`src/rtl/basilisk_pkg.sv`:
```
// rtl/basilisk_pkg.sv - Shared types and constants for the Basilisk FSQRT.S mantissa stage
package basilisk;

    localparam int BASILISK_SQRT_ROOT_WIDTH = 26;
    localparam int BASILISK_SQRT_REM_WIDTH  = 28;
    localparam int BASILISK_SQRT_EXP_WIDTH  = 10;
    localparam int BASILISK_SQRT_MODE_WIDTH = 3;
    localparam int BASILISK_SQRT_ADDR_WIDTH = 5;

    localparam logic [1:0] SQRT_IDLE    = 2'd0;
    localparam logic [1:0] SQRT_ITERATE = 2'd1;
    localparam logic [1:0] SQRT_DONE    = 2'd2;

    // mant holds the 2.24 radicand upstream and the 1.25 root downstream
    typedef struct packed {
        logic                                sign;
        logic [BASILISK_SQRT_EXP_WIDTH-1:0]  exponent;
        logic                                nan;
        logic                                inf;
        logic                                zero;
        logic                                invalid;
        logic [BASILISK_SQRT_ROOT_WIDTH-1:0] mant;
    } basilisk_sqrt_value_t;

    typedef struct packed {
        basilisk_sqrt_value_t                result;
        logic [BASILISK_SQRT_MODE_WIDTH-1:0] mode;
        logic [BASILISK_SQRT_ADDR_WIDTH-1:0] dest_reg_addr;
    } basilisk_sqrt_operation_t;

    typedef struct packed {
        basilisk_sqrt_value_t                result;
        logic                                sticky;
        logic [BASILISK_SQRT_MODE_WIDTH-1:0] mode;
        logic [BASILISK_SQRT_ADDR_WIDTH-1:0] dest_reg_addr;
    } basilisk_sqrt_result_t;

    function automatic logic basilisk_sqrt_is_special(input basilisk_sqrt_value_t v);
        return v.nan | v.inf | v.zero | v.invalid;
    endfunction

endpackage

```
`src/rtl/basilisk_sqrt_step.sv`:
```
// rtl/basilisk_sqrt_step.sv - One combinational radix-2 restoring square-root step
module basilisk_sqrt_step
    import basilisk::*;
(
    input  logic [BASILISK_SQRT_REM_WIDTH-1:0]    rem_i,
    input  logic [BASILISK_SQRT_ROOT_WIDTH-1:0]   q_i,
    input  logic [2*BASILISK_SQRT_ROOT_WIDTH-1:0] s_i,
    output logic [BASILISK_SQRT_REM_WIDTH-1:0]    rem_o,
    output logic [BASILISK_SQRT_ROOT_WIDTH-1:0]   q_o,
    output logic [2*BASILISK_SQRT_ROOT_WIDTH-1:0] s_o
);

    localparam int RW = BASILISK_SQRT_ROOT_WIDTH;
    localparam int MW = BASILISK_SQRT_REM_WIDTH;

    logic [MW-1:0] rem_sh;
    logic [MW:0]   diff;
    // The partial remainder never exceeds 2*Q, so its top two bits are always zero here
    logic          unused_rem_hi;

    assign unused_rem_hi = ^rem_i[MW-1:RW];

    always_comb begin
        rem_sh = {rem_i[RW-1:0], s_i[2*RW-1 -: 2]};
        diff   = {1'b0, rem_sh} - {1'b0, q_i, 2'b01};
        s_o    = {s_i[2*RW-3:0], 2'b00};
        if (!diff[MW]) begin
            rem_o = diff[MW-1:0];
            q_o   = {q_i[RW-2:0], 1'b1};
        end else begin
            rem_o = rem_sh;
            q_o   = {q_i[RW-2:0], 1'b0};
        end
    end

endmodule

```
`src/rtl/basilisk_sqrt_operation.sv`:
```
// rtl/basilisk_sqrt_operation.sv - Blocking iterative FSQRT.S mantissa stage (26-bit root + sticky)
// Optional BASILISK_SQRT_BYPASS_EN sends special operands straight to DONE with Q=0, sticky=0.
module basilisk_sqrt_operation
    import basilisk::*;
#(
    parameter int ITERATIONS_PER_CYCLE = 1
) (
    input  logic                     clk,
    input  logic                     rst,
    input  logic                     sqrt_exponent_command_valid,
    output logic                     sqrt_exponent_command_ready,
    input  basilisk_sqrt_operation_t sqrt_exponent_command_payload,
    output logic                     sqrt_result_command_valid,
    input  logic                     sqrt_result_command_ready,
    output basilisk_sqrt_result_t    sqrt_result_command_payload
);

    localparam int         RW       = BASILISK_SQRT_ROOT_WIDTH;
    localparam int         MW       = BASILISK_SQRT_REM_WIDTH;
    localparam logic [4:0] CNT_LOAD = 5'(RW / ITERATIONS_PER_CYCLE - 1);

    generate
        if (ITERATIONS_PER_CYCLE != 1 && ITERATIONS_PER_CYCLE != 2) begin : g_bad_ipc
            $error("ITERATIONS_PER_CYCLE must be 1 or 2");
        end
    endgenerate

    logic [1:0]               state_q, state_d;
    logic [4:0]               cnt_q, cnt_d;
    logic                     fin_q, fin_d;
    logic [MW-1:0]            rem_q, rem_d;
    logic [RW-1:0]            root_q, root_d;
    logic [2*RW-1:0]          shift_q, shift_d;
    basilisk_sqrt_operation_t op_q, op_d;
    basilisk_sqrt_result_t    out_q, out_d;
    logic                     in_fire;

    logic [MW-1:0]   rem_c   [ITERATIONS_PER_CYCLE+1];
    logic [RW-1:0]   root_c  [ITERATIONS_PER_CYCLE+1];
    logic [2*RW-1:0] shift_c [ITERATIONS_PER_CYCLE+1];

    assign rem_c[0]   = rem_q;
    assign root_c[0]  = root_q;
    assign shift_c[0] = shift_q;

    for (genvar gi = 0; gi < ITERATIONS_PER_CYCLE; gi++) begin : g_step
        basilisk_sqrt_step u_step (
            .rem_i (rem_c[gi]),
            .q_i   (root_c[gi]),
            .s_i   (shift_c[gi]),
            .rem_o (rem_c[gi+1]),
            .q_o   (root_c[gi+1]),
            .s_o   (shift_c[gi+1])
        );
    end

    assign sqrt_exponent_command_ready = rst & ((state_q == SQRT_IDLE) |
                                                ((state_q == SQRT_DONE) & sqrt_result_command_ready));
    assign sqrt_result_command_valid   = (state_q == SQRT_DONE);
    assign sqrt_result_command_payload = out_q;

    // fin_q adds the cycle that turns the last recurrence state into the output payload
    always_comb begin
        in_fire = sqrt_exponent_command_valid & sqrt_exponent_command_ready;
        state_d = state_q;
        cnt_d   = cnt_q;
        fin_d   = fin_q;
        rem_d   = rem_q;
        root_d  = root_q;
        shift_d = shift_q;
        op_d    = op_q;
        out_d   = out_q;
        case (state_q)
            SQRT_IDLE: ;
            SQRT_ITERATE: begin
                if (fin_q) begin
                    state_d              = SQRT_DONE;
                    out_d.result         = op_q.result;
                    out_d.result.mant    = root_q;
                    out_d.sticky         = |rem_q;
                    out_d.mode           = op_q.mode;
                    out_d.dest_reg_addr  = op_q.dest_reg_addr;
                end else begin
                    rem_d   = rem_c[ITERATIONS_PER_CYCLE];
                    root_d  = root_c[ITERATIONS_PER_CYCLE];
                    shift_d = shift_c[ITERATIONS_PER_CYCLE];
                    if (cnt_q == 5'd0) begin
                        fin_d = 1'b1;
                    end else begin
                        cnt_d = cnt_q - 5'd1;
                    end
                end
            end
            SQRT_DONE: begin
                if (sqrt_result_command_ready) begin
                    state_d = SQRT_IDLE;
                end
            end
            default: state_d = SQRT_IDLE;
        endcase
        if (in_fire) begin
            state_d = SQRT_ITERATE;
            cnt_d   = CNT_LOAD;
            fin_d   = 1'b0;
            rem_d   = '0;
            root_d  = '0;
            shift_d = {sqrt_exponent_command_payload.result.mant, {RW{1'b0}}};
            op_d    = sqrt_exponent_command_payload;
`ifdef BASILISK_SQRT_BYPASS_EN
            if (basilisk_sqrt_is_special(sqrt_exponent_command_payload.result)) begin
                fin_d = 1'b1;
            end
`endif
        end
    end

    always_ff @(posedge clk or negedge rst) begin
        if (!rst) begin
            state_q <= SQRT_IDLE;
            cnt_q   <= '0;
            fin_q   <= 1'b0;
            rem_q   <= '0;
            root_q  <= '0;
            shift_q <= '0;
            op_q    <= '0;
            out_q   <= '0;
        end else begin
            state_q <= state_d;
            cnt_q   <= cnt_d;
            fin_q   <= fin_d;
            rem_q   <= rem_d;
            root_q  <= root_d;
            shift_q <= shift_d;
            op_q    <= op_d;
            out_q   <= out_d;
        end
    end

endmodule

```
`config.mk`:
```
export PLATFORM = sky130hd
export DESIGN_NAME = basilisk_sqrt_operation
export DESIGN_NICKNAME = d
export VERILOG_FILES = /design/src/rtl/basilisk_pkg.sv /design/src/rtl/basilisk_sqrt_step.sv /design/src/rtl/basilisk_sqrt_operation.sv
export SDC_FILE = /design/constraint.sdc
export NUM_CORES = 1
export LEC_CHECK = 0
export CAP_MARGIN = 0
export CELL_PAD_IN_SITES_DETAIL_PLACEMENT = 1
export CELL_PAD_IN_SITES_GLOBAL_PLACEMENT = 1
export CORE_ASPECT_RATIO = 1.5
export CORE_MARGIN = 4
export CORE_UTILIZATION = 39
export CTS_CLUSTER_DIAMETER = 80
export DETAILED_ROUTE_END_ITERATION = 12
export HOLD_SLACK_MARGIN = 0.15
export PLACE_DENSITY_LB_ADDON = 0.15
export SETUP_SLACK_MARGIN = 0.3
export SKIP_CTS_REPAIR_TIMING = 1
export SLEW_MARGIN = 20
export SYNTH_ARGS = -nofsm -noshare
export SYNTH_HDL_FRONTEND = slang
export SYNTH_SLANG_ARGS = --single-unit
```
`constraint.sdc`:
```
create_clock -name clk -period 2.5 [get_ports clk]
set_input_delay 0.375 -clock clk [delete_from_list [all_inputs] [get_ports clk]]
set_output_delay 0.375 -clock clk [all_outputs]
set_load 0.02 [all_outputs]
```
==> metrics, run 1 <==
synth top area cells dfrtp_1, nand2_1, ha_1; Synth Warn # 0; fin crit share 1.11; Buf/Inv on CP 3; Final Setup Violations 29; largest fanout on the critical path 8; RSZ-0062 raised after global routing true; Met2 Routed Length around 13 mm; Hold Crit Class primary input to flip-flop; Initial Util 0.398; CP arrival 3080 ps; Crit path max-delay family compound AO/OA/AOI/OAI gates; worst skew pair latency 440 ps; Place WS -232 ps; DP Wirelength roughly 17 mm; Final #Nets between 1k and 1.5k; setup TNS -6280 ps; router iterations before antenna repair 6; syn avg cell area roughly 9.6 um2; Final Instance Area between 10000 and 15000 um2; critical path launch point type flip-flop; commonest non-fill, non-tap cell in the layout nand2_1; total number of vias approximately 6.8k; DIE HEIGHT 182 um; register area around 4000 um2; worst setup margin -279 ps; Power Dens Cells 1560 nW/um2; die width approximately 120 um; Max rail drop VDD around 0.71 mV; CTS tree done; CP endpoint kind flip-flop; Tot Pwr 16900 uW; WL met3 947 um; largest net degree at the start of global routing approximately 130; max-slew violation count 0; predominant post-synthesis flop cell dfrtp_1; worst hold slack between 400 and 500 ps; CTS Root Cell clkbuf_16; DRC viols 0; Layout Skew roughly 6.6 ps; clk slew on worst S/H paths ~60 ps; CTS H-Tree Depth 4; ys async rst share 1.00; Cells after Synth 821; WL met1 9.18 mm; failing checks negative setup slack; placed cell areas 9880 um2; synthesis-to-finish area growth 36.6%; post-synthesis net count about 900; most frequent cells in the layout nand2_1, dfrtp_1, clkdlybuf4s50_1; max incr delay on CP 380 ps; Worst-Margin Slew roughly 700 ps; Final Hold Viols 0; Buffers on Ports ~100; outcome complete, but fails checks; minimum clock period about 2800 ps; RD Place Congestion between 0.9 and 1; critical-path cell list inv_1 -> ha_1 -> a21o_1 -> a21o_1 -> a21oi_1 -> o21ai_0 -> a21oi_1 -> o31a_1 -> buf_6 -> buf_6 -> nand2b_4 -> o211ai_1; row count 63; post-route ant nets 0; first-pass GRT wire length roughly 39 mm; number of diodes 0; sequential area share after synthesis 0.510; final wirelength roughly 24 mm; Leak Pwr ~0.005 uW; cell taking the most area after synthesis dfrtp_1; Global Route Usage Sum 0.223; Unique masters post-synth 53; slowest stage cell, crit path dfrtp_1; clock buffer depth 2; number of global-route vias before repair between 7k and 8k; vias per std cell approximately 5.3; number of synthesized flops with an enable pin 0; top cell type's share of synthesized area 0.510; DIE AREA between 20000 and 25000 um2; max_cap viols 0; CTS Buf Count 17; grt ovf 0; routed wire length per instance approximately 19 um; Mapped Area ~7900 um2; top sig layer met4; Worst Setup Path Type flip-flop to flip-flop; share of cells above drive strength 1 0.206; initial antenna violation count 0; core region area between 15000 and 20000 um2; fillers between 2k and 2.5k; CTS Sinks approximately 160; max_slew headroom 0.533; Synth Register Bits 161; Multi-input gate area approximately 3800 um2; worst endpoint required time ~2800 ps; drt initial violations 252; fmax between 300 and 400 MHz; IO Count roughly 110
-- power breakdown --
group	internal, uW	switching, uW	leakage [uW]
registers	3590	600	0.00209
clock network	1540	1070	0.000282
logic	4810	5260	0.00261
-- worst min-delay path, stage by stage --
cell             delay (ps)
clkdlybuf4s50_1         400
nand2_1                  50
nand2_1                  40
-- sequential cells by signal (all words and copies together), names as in the netlist --
register                     count
sqrt_result_command_payload     50
rem_q                           28
root_q                          26
shift_q                         26
op_q                            23
cnt_q                            5
state_q                          2
fin_q                            1
-- worst paths after layout --
check / from / end / slack, ps / depth (start not counted)
worst max register to register: root_q[19]$_DFFE_PN0P_ / rem_q[21]$_DFFE_PN0P_ / -280 / 12
worst max-delay path: root_q[19]$_DFFE_PN0P_ / rem_q[21]$_DFFE_PN0P_ / -280 / 12
max in group asynchronous: rst / root_q[17]$_DFFE_PN0P_ / 820 / 4
min in group asynchronous: rst / root_q[10]$_DFFE_PN0P_ / 600 / 3
worst min register to register: op_q[0]$_DFFE_PN0N_ / op_q[0]$_DFFE_PN0N_ / 470 / 2
worst min-delay path: sqrt_exponent_command_payload[3] / op_q[3]$_DFFE_PN0N_ / 460 / 3
-- through the flow --
stage	cells	utilization
after floorplan	821	-
after global placement	1240	0.497
after detailed placement	1240	0.497
after CTS	1271	0.527
after global routing	1283	0.543
final	1283	0.543
-- cells in the mapped netlist (6+ instances only) --
master	count
o21a_1	6
nand4_1	6
xnor2_1	17
o211ai_1	6
ha_1	29
nor2_1	21
nand2b_1	6
o21ai_1	18
xor2_1	11
nand2_1	182
mux2_2	23
a32oi_1	6
mux2i_1	16
o21ai_0	71
nor4_1	7
a22oi_1	23
a21oi_1	24
a21o_1	13
inv_1	33
nand3_1	48
buf_1	7
dfrtp_1	161
clkbuf_1	32
-- final cells by class --
cell class                 count  share of cell area
multi-input combinational    583               0.348
inverter                      33              0.0115
clock inverter                 9             0.00998
clock buffer                  22              0.0440
timing repair buffer         215               0.182
tap                          260              0.0302
sequential                   161               0.374
-- per-layer routing --
metal  global-route usage  vias to the layer above
met5                    0                        -
met4               0.0846                        0
met3               0.0521                       51
met2                0.409                      140
met1                0.243                     3411
li1                     -                     3215
-- logic make-up after synthesis --
family / synth area share
compound gates: 0.159
xor+xnor: 0.0311
fa+ha+maj: 0.0459
buf+inv: 0.0423
flops: 0.510
mux: 0.0531
simple gates: 0.159
(Power assumes the default switching activity.)
==> run 2, diff against run 1 <==
- CORE_MARGIN: 4 -> 3
==> run 2 against run 1 <==
  * The run still ends with negative setup slack left
  * Register-to-register slack better by 60 ps
  * Wire length fell by 3.8%
  * Fmax up 2.2%
  * Power decreased by 1.7%
  * Cell count barely moved
  * Sequential share of layout area rose by 0.31 points
  * Sequential cell count stayed put
  * Largest cell class unchanged
  * Largest power group unchanged
  * Highest routed layer unchanged
==> metrics, run 2 (same netlist as run 1, synthesis figures left out) <==
Global Route Usage Sum 0.222 (was 0.223); Final Instance Area 10700 um2 (was 10800 um2); grt ovf 0 (unchanged); Place WS -199 ps (was -232 ps); worst setup margin -219 ps (was -279 ps); worst reg2reg path endpoint rem_q[1]$_DFFE_PN0P_ (was rem_q[21]$_DFFE_PN0P_); final wirelength 23.3 mm (was 24.3 mm); fin crit share 1.09 (was 1.11); RD Place Congestion 0.921 (about the same); Initial Util 0.398 (unchanged); share of cells above drive strength 1 0.191 (was 0.206); worst skew pair latency 440 ps (about the same); vias per std cell 5.27 (was 5.31); non-filler instance count after layout 1282 (was 1283); Tot Pwr 16600 uW (was 16900 uW); Leak Pwr 0.00496 uW (was 0.00499 uW); commonest non-fill, non-tap cell in the layout nand2_1 (unchanged); total number of vias 6757 (was 6817); flop2flop setup slack -220 ps (was -280 ps); core region area 19900 um2 (unchanged); max_slew headroom 0.546 (was 0.533); Setup crit start root_q[13]$_DFFE_PN0P_ (was root_q[19]$_DFFE_PN0P_); number of diodes 0 (unchanged); Worst-Margin Slew 677 ps (was 701 ps); largest net degree at the start of global routing 118 (was 125); max_cap viols 0 (unchanged); largest fanout on the critical path 5 (was 8); RR Startpoint root_q[13]$_DFFE_PN0P_ (was root_q[19]$_DFFE_PN0P_); Buffers on Ports 104 (unchanged); Final #Nets 1091 (was 1093); router iterations before antenna repair 4 (was 6); minimum clock period 2720 ps (was 2780 ps); Layout Skew 6.92 ps (was 6.56 ps); DIE HEIGHT 180 um (was 182 um); RSZ-0062 raised after global routing true (unchanged); synthesis-to-finish area growth 35.5% (was 36.6%); worst endpoint required time 2880 ps (was 2800 ps); CTS Buf Count 17 (unchanged); CP arrival 3100 ps (was 3080 ps); max reg flops 50 (unchanged); most frequent cells in the layout nand2_1, dfrtp_1, clkdlybuf4s50_1 (unchanged); Final Setup Violations 28 (was 29); Worst Setup Path Type flip-flop to flip-flop (unchanged); CTS H-Tree Depth 4 (unchanged); clk slew on worst S/H paths 60 ps (about the same); DRC viols 0 (unchanged); CTS Sinks 161 (unchanged); number of global-route vias before repair 7643 (was 7634); failing checks negative setup slack (unchanged); drt initial violations 288 (was 252); Setup crit end rem_q[1]$_DFFE_PN0P_ (was rem_q[21]$_DFFE_PN0P_); die width 122 um (was 124 um); reg2reg path depth 12 (unchanged); outcome complete, but fails checks (unchanged); CTS tree done (unchanged); first-pass GRT wire length 38.7 mm (was 39.3 mm); post-route ant nets 0 (unchanged); CTS Root Cell clkbuf_16 (unchanged); DP Wirelength 16.8 mm (was 17.0 mm); CP endpoint kind flip-flop (unchanged); initial antenna violation count 0 (unchanged); Max rail drop VDD 0.686 mV (was 0.715 mV); Placed Cells 1241 (was 1240); row count 63 (unchanged); IO Count 105 (unchanged); setup TNS -4410 ps (was -6280 ps); routed wire length per instance 18.2 um (was 18.9 um); fillers 2238 (was 2256); Power Dens Cells 1550 nW/um2 (was 1560 nW/um2); Final Hold Viols 0 (unchanged); critical path launch point type flip-flop (unchanged); max-slew violation count 0 (unchanged); DIE AREA 22000 um2 (was 22600 um2); placed cell areas 9930 um2 (was 9880 um2); Hold Crit Class primary input to flip-flop (unchanged); fmax 368 MHz (was 360 MHz); clock buffer depth 2 (unchanged)
==> run 2: cell count changes in the layout (fill, tap and decap cells not counted), moves of 3 or more <==
cell,change
o21ai_1,+7
buf_4,-6
ha_1,+5
ha_4,-5
buf_12,+4
o21ai_2,-4
mux2i_1,-3
mux2i_2,+3
nand3_1,+3
nand3_2,-3
==> run 2: layout make-up <==
class	count	area, um2	area share
Inverter	33	124	0.0116
Clock inverter	12	109	0.0102
Sequential cell	161	4030	0.377
Multi-Input combinational cell	583	3650	0.342
Clock buffer	20	447	0.0418
Tap cell	260	325	0.0304
Timing Repair Buffer	213	2010	0.188
==> run 2: how the worst min path moves through the flow <==
stage	from	endpoint	slack, ps	cells after the start
after floorplan	rst	cnt_q[0]$_DFFE_PN0P_	80	0
after global placement	op_q[4]$_DFFE_PN0N_	op_q[4]$_DFFE_PN0N_	450	2
after detailed placement	op_q[46]$_DFFE_PN0N_	op_q[46]$_DFFE_PN0N_	460	2
after CTS	rst	sqrt_result_command_payload[44]$_DFFE_PN0P_	80	2
after global routing	sqrt_exponent_command_payload[0]	op_q[0]$_DFFE_PN0N_	470	3
final	sqrt_exponent_command_payload[0]	op_q[0]$_DFFE_PN0N_	460	3
==> run 2: through the flow <==
stage                     hold WS [ps]  utilization
after floorplan                   79.4            -
after global placement             454        0.500
after detailed placement           458        0.500
after CTS                         81.6        0.528
after global routing               473        0.539
final                              458        0.539
==> run 2: power by group <==
group | leakage, uW | internal, uW | switching, uW
clock network | 0.000271 | 1400 | 1110
registers | 0.00209 | 3590 | 601
logic | 0.00260 | 4830 | 5070
total | 0.00496 | 9810 | 6770
==> run 2: layer usage <==
layer,GRT usage,vias up,wire length (um)
li1,-,3222,-
met1,0.243,3388,9000
met2,0.417,111,12900
met3,0.0443,36,759
met4,0.0812,0,701
met5,0,-,0
==> run 2: worst max-delay path, stage by stage, from the launching register on <==
cell,delay [ps]
dfrtp_1,350
inv_1,60
ha_1,360
nand2_1,120
o21a_1,200
o21ai_1,340
a2111oi_4,100
o31a_1,350
buf_6,140
buf_4,130
buf_6,120
or3_1,310
nand3_2,80
